$ cat src/rtl/tc_pl_cap_seq.sv
// tc_pl_cap_seq
//
// Capture sequencer for one multi-gain acquisition. A rising edge on
// cap_trig starts a capture of n gain stages. Each stage first requests the
// gain/front-end configurator (gain_en / gain_cmpt). It then requests the
// data mover (data_en / data_cmpt). The block reports busy, completion,
// elapsed cycles and watchdog errors.
//
// Ports:
//   clk125       system clock
//   rst          asynchronous reset, active low
//   cap_trig     capture request level (rising edge starts a capture)
//   cap_abort    level, forces return to idle from any busy state
//   gain_number  requested stage count, latched at start (0 -> 1, clamped)
//   to_limit     watchdog limit in cycles per wait state, 0 disables
//   cap_cing     capture in progress
//   cap_cmpt     one-cycle pulse on successful completion
//   cap_err      one-cycle pulse on watchdog timeout
//   cap_time     cycles cap_cing was high in the last/current capture
//   gain_value   current gain stage index
//   gain_en      one-cycle request to the gain configurator
//   gain_cmpt    gain configurator done strobe
//   data_en      one-cycle request to the data mover
//   data_cmpt    data mover done strobe
//   dbg_state    current FSM state encoding
//
// Handshake: gain_en and data_en are single-cycle requests raised in the
// matching *_REQ state. The partner answers with a single-cycle *_cmpt
// strobe. The strobe is accepted only while the FSM sits in the matching
// *_WAIT state; at any other time it is dropped. No request is outstanding
// once the FSM has left the wait state, whether by completion, timeout or
// abort.
module tc_pl_cap_seq #(
  parameter int GN_W = 3,
  parameter int TM_W = 32,
  parameter int TO_W = 24
) (
  input  logic            clk125,
  input  logic            rst,
  input  logic            cap_trig,
  input  logic            cap_abort,
  input  logic [GN_W-1:0] gain_number,
  input  logic [TO_W-1:0] to_limit,
  output logic            cap_cing,
  output logic            cap_cmpt,
  output logic            cap_err,
  output logic [TM_W-1:0] cap_time,
  output logic [GN_W-2:0] gain_value,
  output logic            gain_en,
  input  logic            gain_cmpt,
  output logic            data_en,
  input  logic            data_cmpt,
  output logic [2:0]      dbg_state
);

  localparam int GV_W = GN_W - 1;
  localparam logic [GN_W-1:0] MAX_N = GN_W'(1 << GV_W);

  typedef enum logic [2:0] {
    S_IDLE      = 3'd0,
    S_GAIN_REQ  = 3'd1,
    S_GAIN_WAIT = 3'd2,
    S_DATA_REQ  = 3'd3,
    S_DATA_WAIT = 3'd4,
    S_DONE      = 3'd5
  } state_t;

  state_t          state;
  state_t          state_nxt;
  logic            cap_trig_d;
  logic            trig_arm;
  logic            trig_start;
  logic            start;
  logic [GN_W-1:0] n_clamp;
  logic [GV_W-1:0] last_idx;
  logic [GV_W-1:0] last_idx_nxt;
  logic [TO_W-1:0] wd_cnt;
  logic [TO_W:0]   wd_cnt_inc;
  logic            in_wait;
  logic            wd_hit;
  logic            timeout;
  logic            advance;
  logic            busy_nxt;

  // A level that is already high when reset releases is not a rising edge:
  // trig_arm keeps the first post-reset cycle from being taken as a trigger
  // while cap_trig_d catches up with the input.
  assign trig_start = cap_trig & ~cap_trig_d & trig_arm;
  assign start      = (state == S_IDLE) && trig_start;
  assign in_wait    = (state == S_GAIN_WAIT) || (state == S_DATA_WAIT);

  // wd_cnt counts wait cycles already completed. The current cycle is the
  // (wd_cnt+1)-th in the wait state, so the limit is reached when that sum
  // meets to_limit. The extra bit keeps the compare clear of overflow.
  assign wd_cnt_inc = {1'b0, wd_cnt} + {{TO_W{1'b0}}, 1'b1};
  assign wd_hit     = (to_limit != '0) && (wd_cnt_inc >= {1'b0, to_limit});

  assign dbg_state  = state;

  // Stage count normalisation: 0 means one stage, above MAX_N clamps.
  always_comb begin
    n_clamp = gain_number;
    if (gain_number == '0) begin
      n_clamp = GN_W'(1);
    end else if (gain_number > MAX_N) begin
      n_clamp = MAX_N;
    end
    last_idx_nxt = GV_W'(n_clamp - GN_W'(1));
  end

  // Next-state logic. Priority is abort > timeout > completion strobe.
  always_comb begin
    state_nxt = state;
    timeout   = 1'b0;
    advance   = 1'b0;
    case (state)
      S_IDLE:      if (trig_start) state_nxt = S_GAIN_REQ;
      S_GAIN_REQ:  state_nxt = S_GAIN_WAIT;
      S_GAIN_WAIT: begin
        if (wd_hit) begin
          timeout   = 1'b1;
          state_nxt = S_IDLE;
        end else if (gain_cmpt) begin
          state_nxt = S_DATA_REQ;
        end
      end
      S_DATA_REQ:  state_nxt = S_DATA_WAIT;
      S_DATA_WAIT: begin
        if (wd_hit) begin
          timeout   = 1'b1;
          state_nxt = S_IDLE;
        end else if (data_cmpt) begin
          if (gain_value == last_idx) begin
            state_nxt = S_DONE;
          end else begin
            advance   = 1'b1;
            state_nxt = S_GAIN_REQ;
          end
        end
      end
      S_DONE:      state_nxt = S_IDLE;
      default:     state_nxt = S_IDLE;
    endcase
    if (cap_abort && (state != S_IDLE)) begin
      state_nxt = S_IDLE;
      timeout   = 1'b0;
      advance   = 1'b0;
    end
  end

  assign busy_nxt = (state_nxt == S_GAIN_REQ) || (state_nxt == S_GAIN_WAIT) ||
                    (state_nxt == S_DATA_REQ) || (state_nxt == S_DATA_WAIT);

  always_ff @(posedge clk125 or negedge rst) begin
    if (!rst) begin
      state      <= S_IDLE;
      cap_trig_d <= 1'b0;
      trig_arm   <= 1'b0;
      last_idx   <= '0;
      wd_cnt     <= '0;
      cap_cing   <= 1'b0;
      cap_cmpt   <= 1'b0;
      cap_err    <= 1'b0;
      cap_time   <= '0;
      gain_value <= '0;
      gain_en    <= 1'b0;
      data_en    <= 1'b0;
    end else begin
      state      <= state_nxt;
      cap_trig_d <= cap_trig;
      trig_arm   <= 1'b1;
      cap_cing   <= busy_nxt;
      cap_cmpt   <= (state_nxt == S_DONE);
      cap_err    <= timeout;
      gain_en    <= (state_nxt == S_GAIN_REQ);
      data_en    <= (state_nxt == S_DATA_REQ);

      if (start) begin
        last_idx <= last_idx_nxt;
      end

      // Cleared outside the wait states, so every wait starts from zero.
      if (in_wait) begin
        wd_cnt <= wd_cnt + TO_W'(1);
      end else begin
        wd_cnt <= '0;
      end

      if (start) begin
        gain_value <= '0;
      end else if (advance) begin
        gain_value <= gain_value + GV_W'(1);
      end

      // cap_cing is low on the start edge, so clearing there does not
      // lose a count; the value then holds through idle.
      if (start) begin
        cap_time <= '0;
      end else if (cap_cing && (cap_time != '1)) begin
        cap_time <= cap_time + TM_W'(1);
      end
    end
  end

endmodule

$ cat config.mk
export PLATFORM = sky130hd
export DESIGN_NAME = tc_pl_cap_seq
export DESIGN_NICKNAME = d
export VERILOG_FILES = /design/src/rtl/tc_pl_cap_seq.sv
export SDC_FILE = /design/constraint.sdc
export NUM_CORES = 1
export LEC_CHECK = 0
export ABC_AREA = 1
export CAP_MARGIN = 0
export CORE_ASPECT_RATIO = 0.75
export CORE_MARGIN = 1.5
export CORE_UTILIZATION = 45
export CTS_CLUSTER_DIAMETER = 100
export DETAILED_ROUTE_END_ITERATION = 7
export PLACE_DENSITY = 0.73
export SETUP_SLACK_MARGIN = 0.3
export SLEW_MARGIN = 40
export SYNTH_ARGS = -nofsm -noshare
export SYNTH_HDL_FRONTEND = slang
export SYNTH_SLANG_ARGS = --single-unit
$ cat constraint.sdc
create_clock -name clk125 -period 3.8 [get_ports clk125]
set_input_delay 0.95 -clock clk125 [delete_from_list [all_inputs] [get_ports clk125]]
set_output_delay 0.95 -clock clk125 [all_outputs]
set_load 0.02 [all_outputs]
After elaboration in Yosys (flattened, before gate mapping). Cells that the tools add are included.

Output and inout bits: 42. Bits of input ports: 33. Register bits: 70. Word-level logic and storage cells: 71.

Bitwise logic cells: 3. $add $sub $neg: 5. Magnitude comparators: 2. Reductions and logical operators: 15. Multiplexer cells: 23. Eq/ne operators: 11.

Operators with widths (number): 32-bit 2-to-1 mux (2); 32-bit by 1-bit adder with 32-bit output (second input constant) (1); 32-bit != test (second input constant) (1); 24-bit by 1-bit adder with 25-bit output (second input constant) (1); 25-bit by 24-bit greater-or-equal comparator with 1-bit output (1); 24-bit by 1-bit adder with 24-bit output (second input constant) (1); 24-bit 2-to-1 mux (1); 24-bit nonzero test (1); 3-bit 2-to-1 mux (7); 3-bit case mux with 5 select lines (1); 3-bit by 2-bit equality test with 1-bit output (second input constant) (4); 3-bit equality test (second input constant) (3); 1-bit 2-to-1 mux (8); 2-bit 2-to-1 mux (4); 3-bit by 1-bit equality test with 1-bit output (second input constant) (2); 3-bit logical NOT (2); 1-bit logical AND (4); 1-bit logical OR (4); 2-bit nonzero test (2); 3-bit > comparator (second input constant) (1); 3-bit nonzero test (1); 2-bit by 1-bit adder with 2-bit output (second input constant) (1); 1-bit AND (2); 2-bit equality test (1); other kinds (3) (3).

Longest topological paths before layout. Gate-level depths: netlist of the first run.

Depth after elaboration: 10. Depth in mapped cells: 27. Mapped depth without buffers: 27.

Worst setup path after synthesis of the first run. OpenSTA, ideal clock, no wires.

Kind: register to register. From: register wd_cnt[0]. To: register cap_cing. Path buffers: 0. Setup slack: 0.968 ns. Period minus slack after synthesis: 2.832 ns. Stages on the path, launching flop included: 21. Required time: 3.687 ns. Arrival: 2.719 ns. Cells stage by stage: dfrtp_1 and3_1 nand2_1 nor3_2 nand3_1 nor2_1 nand4_1 xor2_1 inv_1 ha_1 nand2_1 nor3_1 nand3_1 nor2_1 o21bai_4 nand2_1 nand2_1 nand2_2 nand3_1 nand2_1 inv_1.

Cells in the longest elaborated chain, start to end: 10. Elaborated cells on any way between the ends: 14. Classes of those cells: 1 x add/sub; 1 x order compare; 4 x eq/ne; 4 x mux; 4 x reduce/logical.

RTL lines: start, declared (line 77) `logic [TO_W-1:0] wd_cnt;`; start signal, assigned (line 184) `wd_cnt <= wd_cnt + TO_W'(1);`; 24-bit by 1-bit adder with 25-bit output * (line 95) `assign wd_cnt_inc = {1'b0, wd_cnt} + {{TO_W{1'b0}}, 1'b1};`; 25-bit by 24-bit greater-or-equal comparator with 1-bit output * (line 96) `assign wd_hit = (to_limit != '0) && (wd_cnt_inc >= {1'b0, to_limit});`; 1-bit logical AND * (line 96); 3-bit 2-to-1 mux, on equally long branches (line 129, 120); 3-bit case mux with 5 select lines * (line 116) `case (state)`; 3-bit 2-to-1 mux * (line 144) `if (cap_abort && (state != S_IDLE)) begin`; 3-bit by 1-bit equality test with 1-bit output or 3-bit by 2-bit equality test with 1-bit output (tied branches) (line 151) `assign busy_nxt = (state_nxt == S_GAIN_REQ) || (state_nxt == S_GAIN_WAIT) ||`; 1-bit logical OR (2 in series) (line 151); 1-bit logical OR * (line 152) `(state_nxt == S_DATA_REQ) || (state_nxt == S_DATA_WAIT);`; net busy_nxt (line 83) `logic busy_nxt;`; end signal, assigned (line 172) `cap_cing <= busy_nxt;`; end, declared (line 44) `output logic cap_cing,`.

The timed path passes the listed nets; every way through them passes the cells marked *. A chain may end at the register's enable or synchronous reset.

Worst setup path after layout of the first run.
From: register wd_cnt[2]. To: register gain_en.

Cells in the longest elaborated chain, start to end: 7. Elaborated cells on any way between the ends: 8. Classes of those cells: 1 x add/sub; 1 x order compare; 1 x eq/ne; 4 x mux; 1 x reduce/logical.

RTL lines: 24-bit by 1-bit adder with 25-bit output * (line 95); 25-bit by 24-bit greater-or-equal comparator with 1-bit output * (line 96); 1-bit logical AND * (line 96); 3-bit 2-to-1 mux, on equally long branches (line 129, 120); 3-bit case mux with 5 select lines * (line 116); 3-bit 2-to-1 mux * (line 144); 3-bit by 1-bit equality test with 1-bit output * (line 175) `gain_en <= (state_nxt == S_GAIN_REQ);`; end signal, assigned (line 175); end, declared (line 49) `output logic gain_en,`.

Every way passes the cells marked *; elsewhere a longest branch is shown, timed or not.

==> results of run 1 <==
==> state kept, by name, indices dropped and copies added, names as in the netlist <==
name / flops
gain_en: 1
cap_cmpt: 1
wd_cnt: 24
cap_time: 32
gain_value: 2
data_en: 1
dbg_state: 3
trig_arm: 1
cap_err: 1
cap_cing: 1
cap_trig_d: 1
last_idx: 2
==> synthesized netlist by cell type (2+ instances only) <==
master      n  area share (%)
nor3_2      2            0.45
a31oi_1     5            0.70
a21o_1      2            0.33
o21ai_0    10             1.1
or2_2       3            0.42
nand2_2     6            0.84
nand3_2     2            0.45
nand3_1    19             2.1
nand2_1   121              10
a21oi_1    35             3.9
o21ai_1    14             1.6
xor2_1     12             2.3
nor3_1     26             2.9
nand3b_1    2            0.33
nor4_1      3            0.42
nor2_2      6            0.84
inv_1     103             8.6
ha_1       26             7.2
buf_1       2            0.17
xnor2_1     2            0.39
dfrtp_1    70              39
and3_1      3            0.42
nor2_1     87             7.3
inv_2       9            0.75
clkbuf_1    3            0.25
nand2_4     2            0.50
o21a_1      2            0.33
o21bai_1    2            0.33
nand4_1    22             3.1
==> metrics by stage <==
stage          utilization, %  cell area [um^2]
2_1_floorplan               -              4490
5_1_grt                  60.3              5850
3_3_place_gp             55.5              5380
6_report                 60.3              5850
4_1_cts                  58.3              5650
3_5_place_dp             55.5              5380
==> power by group <==
part / total, mW / internal (mW) / switching, mW
clock: 0.754 / 0.473 / 0.281
combinational: 0.670 / 0.263 / 0.408
sequential: 0.901 / 0.824 / 0.0772
total: 2.33 / 1.56 / 0.766
==> tightest hold or removal path: cells and delay by family, from the launching register on <==
family / cells / cell delay (ns)
DFF: 1 / 0.36
AOI/OAI and AO/OA: 1 / 0.07
and+or+nand+nor: 1 / 0.06
==> worst max path at each step <==
stage	end	start	slack [ns]
detailed placement	cap_cing	wd_cnt[0]	0.41
floorplan	cap_cing	wd_cnt[0]	0.97
global placement	cap_cing	wd_cnt[0]	0.60
CTS	cap_cing	wd_cnt[0]	0.41
finish	gain_en	wd_cnt[2]	0.40
global route	gain_en	wd_cnt[2]	0.19
==> layout make-up <==
class                      count  share of cell area [%]
inverter                     112                    7.18
tap                          132                    2.82
clock buffer                  14                    4.51
timing repair buffer          86                    14.1
sequential                    70                    29.9
clock inverter                 1                  0.0855
multi-input combinational    425                    41.4
==> logic make-up after synthesis <==
| logic type | after synthesis |
|---|---|
| compound gates | 75 |
| xor+xnor | 14 |
| fa+ha+maj | 26 |
| buf+inv | 118 |
| flops | 70 |
| other cells | 1 |
| simple gates | 309 |
==> timing repair <==
item,4_1_cts,5_1_grt
gates resized for setup,0,32
setup endpoints to repair,0,9
setup buffers,0,9
==> per-layer routing <==
metal | up-vias | part of all wire, %
met5 | - | 0
met2 | 122 | 46
met4 | 0 | 0.86
li1 | 2152 | -
met1 | 2017 | 48
met3 | 10 | 5.6
==> results.py, run 1 <==
metrics = {
    "floorplanning": {
        "start_util_pct": 46.3,
        "pin_count": 75,
        "coreArea_um2": 9700,
        "die_area_um2": 10600,
        "die_h_um": 89.5,
        "dieWidth_um": 118,
        "fp-row-count": 31,
    },
    "synth": {
        "synth_fa_ha_area_share_pct": 7.24,
        "synthesis.nets": 672,
        "synthMuxAreaShare_pct": 0,
        "ys_seq_area_share_pct": 39.0,
        "synth_edf_count": 0,
        "synth-simple-area-share_pct": 31.4,
        "async_flop_share_pct": 100,
        "syn-mean-instance-area_um2": 7.33,
        "synth_xor_area_share_pct": 2.73,
        "syn-instance-count": 613,
        "synth_warnings": 0,
        "synth_top_family_by_area": "simple AND/OR/NAND/NOR gates",
        "netlist_area_um2": 4490,
        "yosysUniqueCellTypes": 41,
        "yosys_register_bits": 70,
        "synthFlopType": "dfrtp_1",
        "synth_compound_area_share_pct": 9.50,
    },
    "grt": {
        "grt_busiest_layer": "met2",
        "grt_max_degree": 28,
        "track_usage_pct": 22.3,
        "use_met1_pct": 31.7,
        "grtUsageMet2_pct": 35.1,
        "grt_pass1_vias": 3979,
        "grtUsageMet3_pct": 4.27,
        "overflow": 0,
        "grt_pass1_wl_mm": 18.7,
        "grt_antenna_before_repair": 0,
    },
    "finish": {
        "layout_commonest_cell": "nand2_1",
        "nFillCells": 871,
        "fin_cells": 840,
        "syn2layout_area_growth_pct": 30.3,
        "register_area_um2": 1750,
        "n_antenna_cell": 0,
        "multiInputGateArea_um2": 2420,
        "drive_gt1_share_pct": 12.1,
        "fin_nets": 763,
        "final_cell_mix": "nand2_1, inv_1, nor2_1, clkdlybuf4s50_1, dfrtp_1",
    },
    "clock_tree": {
        "cts_root_buf": "clkbuf_16",
        "clockBufferDepth": 2,
        "clk_latency_ns": 0.33,
        "clk_pin_slew_worst_paths_ns": 0.05,
        "htreeDepth": 3,
        "cts_tree": "built",
        "cts_hold_buf": 0,
        "cts_buffers": 9,
        "clock-sinks": 70,
    },
    "timing": {
        "fmax_mhz": 294,
        "slew_viol_final": 0,
        "fin_tns_setup_ns": 0,
        "hold_violations": 0,
        "rsz0062_at_grt": "no",
        "setup_viol": 0,
        "postLayoutSetupSlackWorst_ns": 0.395,
        "tightest_slew_ns": 0.745,
        "post-route-period-util_pct": 89.6,
        "post-route-min-period_ns": 3.40,
        "finClkSkew_ns": 0.00657,
        "slew_headroom_pct": 49.9,
        "hold_ws_ns": 0.541,
    },
    "placement": {
        "io_buffer_count": 74,
        "routabilityCongestion": 0.914,
        "dp.cells": 816,
        "hpwl_mm": 8.68,
        "preCtsSetupSlack_ns": 0.410,
    },
    "flow_run": {
        "cap_violations": 0,
    },
    "worst_hold_path": {
        "min_to": "last_idx[1]",
        "hold_depth": 2,
        "min_from": "last_idx[1]",
        "holdCritPathClass": "flop to flop",
    },
    "critical_path": {
        "r2r_start": "wd_cnt[2]",
        "worstPathMaxFanout": 5,
        "r2r_setup_slack_ns": 0.40,
        "critPathTopFamily": "simple AND/OR/NAND/NOR gates",
        "worstPathRequired_ns": 4.04,
        "cp_common_cell": "nand2_1",
        "critPathCaptureType": "flop",
        "crit_path_max_incr_delay_ns": 0.38,
        "crit_chain": "and3_4 > nand2_4 > nor3_4 > nand3_2 > nor2_2 > nand4_1 > xor2_1 > inv_1 > ha_4 > nand2_2 > nor2_2 > nand2_1 > nor2_2 > nand2_1 > nand2_1 > nand2_1 > nand3_2 > o21bai_4 > nand2_1 > nand2_1 > nand2_2 > buf_4 > nor3_1",
        "cp_num_cells": 23,
        "cp_slowest_cell": "dfrtp_1",
        "crit_buf_inv": 2,
        "critical_path_class": "flop to flop",
        "reg2reg_to": "gain_en",
        "crit_arrival_ns": 3.64,
        "r2r_cells": 23,
        "cp-start-kind": "flop",
    },
    "routing": {
        "postRouteAntennaNets": 0,
        "drt_iter0_drc": 316,
        "drt-pass1-iter-count": 5,
        "totalWireLength_mm": 11.4,
        "via_count": 4301,
        "post_drt_via_cell_ratio": 5.12,
        "drcViolationCount": 0,
        "wl_per_cell_um": 13.6,
    },
    "power": {
        "power_density_nw_per_um2": 397,
        "finalPower_mw": 2.33,
        "p_leak_nw": 2.93,
        "peakVddDrop_mv": 0.332,
    },
    "outcome": {
        "status": "completed",
    },
}
(Power assumes the default switching activity.)
==> run 2: changes to the inputs <==
- CAP_MARGIN: 0 -> unset
==> results of run 2 <==
The final DEF is identical to that of run 1; final timing and power are the same.
==> run 3: changes to the inputs <==
- GPL_TIMING_DRIVEN: unset -> 0
==> run 3 against run 2 <==
  * Hold slack worse by 0.10 ns
  * Sequential power about the same
  * Critical path depth up 4
  * Critical path type unchanged
  * Utilization decreased by 0.27 points
  * Count of clock-buffer cells in the layout is 2 higher
  * Highest routed layer unchanged
  * Via count is 0.42% lower
  * Non-clock buffer count shrank 1
==> results.py, run 3 (synthesis gave the netlist of run 1 again) <==
metrics = {
    "placement": {
        "place_area_um2": 5430,
        "routabilityCongestion": 0.902,
        "preCtsSetupSlack_ns": 0.412,
        "hpwl_mm": 8.70,
        "io_buffer_count": 74,
        "dp.cells": 820,
    },
    "grt": {
        "grtUsageMet3_pct": 5.04,
        "grt_antenna_before_repair": 0,
        "grt_pass1_vias": 3973,
        "use_met1_pct": 29.8,
        "grt_pass1_wl_mm": 18.2,
        "grt_max_degree": 59,
        "grt_busiest_layer": "met2",
        "track_usage_pct": 21.8,
        "grtUsageMet2_pct": 35.3,
        "overflow": 0,
    },
    "finish": {
        "multiInputGateArea_um2": 2380,
        "register_area_um2": 1750,
        "fin_cells": 840,
        "final_area_um2": 5830,
        "nFillCells": 882,
        "top_register": "cap_time",
        "layout_commonest_cell": "nand2_1",
        "final_cell_mix": "nand2_1, inv_1, nor2_1, clkdlybuf4s50_1, dfrtp_1",
        "post-route-util_pct": 60.1,
        "syn2layout_area_growth_pct": 29.7,
        "drive_gt1_share_pct": 9.60,
        "n_antenna_cell": 0,
        "fin_nets": 762,
        "largest_reg_flops": 32,
    },
    "power": {
        "p_leak_nw": 2.91,
        "switchingPower_uw": 777,
        "p_sw_share_pct": 32.9,
        "cell_internal_pwr_mw": 1.59,
        "seqPwrFrac_pct": 38.1,
        "peakVddDrop_mv": 0.320,
        "power_density_nw_per_um2": 406,
        "power_frac_clock_pct": 33.3,
        "finalPower_mw": 2.36,
        "combPwrFrac_pct": 28.6,
    },
    "routing": {
        "post_drt_via_cell_ratio": 5.10,
        "drt-pass1-iter-count": 5,
        "postRouteAntennaNets": 0,
        "drt_iter0_drc": 335,
        "via_count": 4283,
        "drcViolationCount": 0,
        "wl_per_cell_um": 13.2,
        "totalWireLength_mm": 11.1,
    },
    "critical_path": {
        "cp-start-kind": "flop",
        "crit_arrival_ns": 3.51,
        "worstPathMaxFanout": 5,
        "critical_path_class": "flop to flop",
        "critPathCaptureType": "flop",
        "worstPathRequired_ns": 4.03,
    },
    "timing": {
        "fmax_mhz": 305,
        "hold_violations": 0,
        "finClkSkew_ns": 0.00541,
        "post-route-period-util_pct": 86.3,
        "hold_ws_ns": 0.439,
        "slew_viol_final": 0,
        "post-route-min-period_ns": 3.28,
        "setup_viol": 0,
        "slew_headroom_pct": 55.7,
        "postLayoutSetupSlackWorst_ns": 0.520,
        "rsz0062_at_grt": "no",
        "tightest_slew_ns": 0.659,
        "fin_tns_setup_ns": 0,
    },
    "clock_tree": {
        "cts_hold_buf": 0,
        "clockBufferDepth": 2,
        "clk_pin_slew_worst_paths_ns": 0.05,
        "clock-sinks": 70,
        "cts_tree": "built",
        "cts_buffers": 9,
        "clk_latency_ns": 0.33,
        "cts_root_buf": "clkbuf_16",
        "htreeDepth": 3,
    },
    "floorplanning": {
        "start_util_pct": 46.3,
        "pin_count": 75,
        "die_area_um2": 10600,
        "die_h_um": 89.5,
        "coreArea_um2": 9700,
        "fp-row-count": 31,
        "dieWidth_um": 118,
    },
    "worst_hold_path": {
        "holdCritPathClass": "primary input to async pin",
    },
    "outcome": {
        "status": "completed",
    },
    "flow_run": {
        "cap_violations": 0,
    },
}
run 3: worst paths after layout:
| path | start | endpoint | slack (ns) | depth (start not counted) |
|---|---|---|---|---|
| max | wd_cnt[0] | cap_cing | 0.52 | 27 |
| min | rst | wd_cnt[0] | 0.44 | 1 |
| min in group clk125 | last_idx[1] | last_idx[1] | 0.51 | 2 |
| min reg2reg | last_idx[1] | last_idx[1] | 0.51 | 2 |
| max reg2reg | wd_cnt[0] | cap_cing | 0.52 | 27 |
| max in group asynchronous | rst | cap_time[6] | 2.85 | 2 |
run 3: final cells by class:
class / count / area share [%]
multi-input cells: 425 / 40.8
flip-flops and latches: 70 / 30.1
repair buffers: 79 / 13.7
inverters: 112 / 7.22
clock buffers: 16 / 4.83
well taps: 132 / 2.84
plain buffers: 6 / 0.515
run 3: power groups by stage:
stage / logic (mW) / clock network [mW] / registers [mW]
floorplan: 0.320 / 0 / 0.961
global placement: 0.629 / 0 / 0.912
detailed placement: 0.649 / 0 / 0.913
CTS: 0.657 / 0.799 / 0.901
global route: 0.752 / 0.831 / 0.910
finish: 0.676 / 0.786 / 0.901
run 3: repair_timing:
item / CTS / global route
gates resized for setup: 0 / 19
setup buffers: 0 / 4
setup endpoints to repair: 0 / 9
run 3: critical path: stages, from the launching register on:
cell,delay [ns]
dfrtp_1,0.37
and3_4,0.21
nand2_4,0.07
nor2_2,0.14
nand2_1,0.11
nor2_1,0.12
inv_1,0.07
nor2_1,0.11
nand4_1,0.15
xor2_2,0.23
inv_1,0.07
ha_1,0.27
nand2_1,0.14
nor2_4,0.04
nand2_1,0.06
nor2_1,0.04
nand2_1,0.06
nand2_1,0.05
nand2_1,0.07
nand3_2,0.09
o21bai_4,0.22
nand2_1,0.09
nand2_2,0.09
nand2_2,0.07
nand2_1,0.07
nand2_1,0.06
nand2_1,0.07
inv_1,0.04
run 3: layer usage:
metal	vias to the layer above	routed length, um
li1	2151	-
met1	2000	5310
met2	124	4990
met3	8	703
met4	0	70
met5	-	0
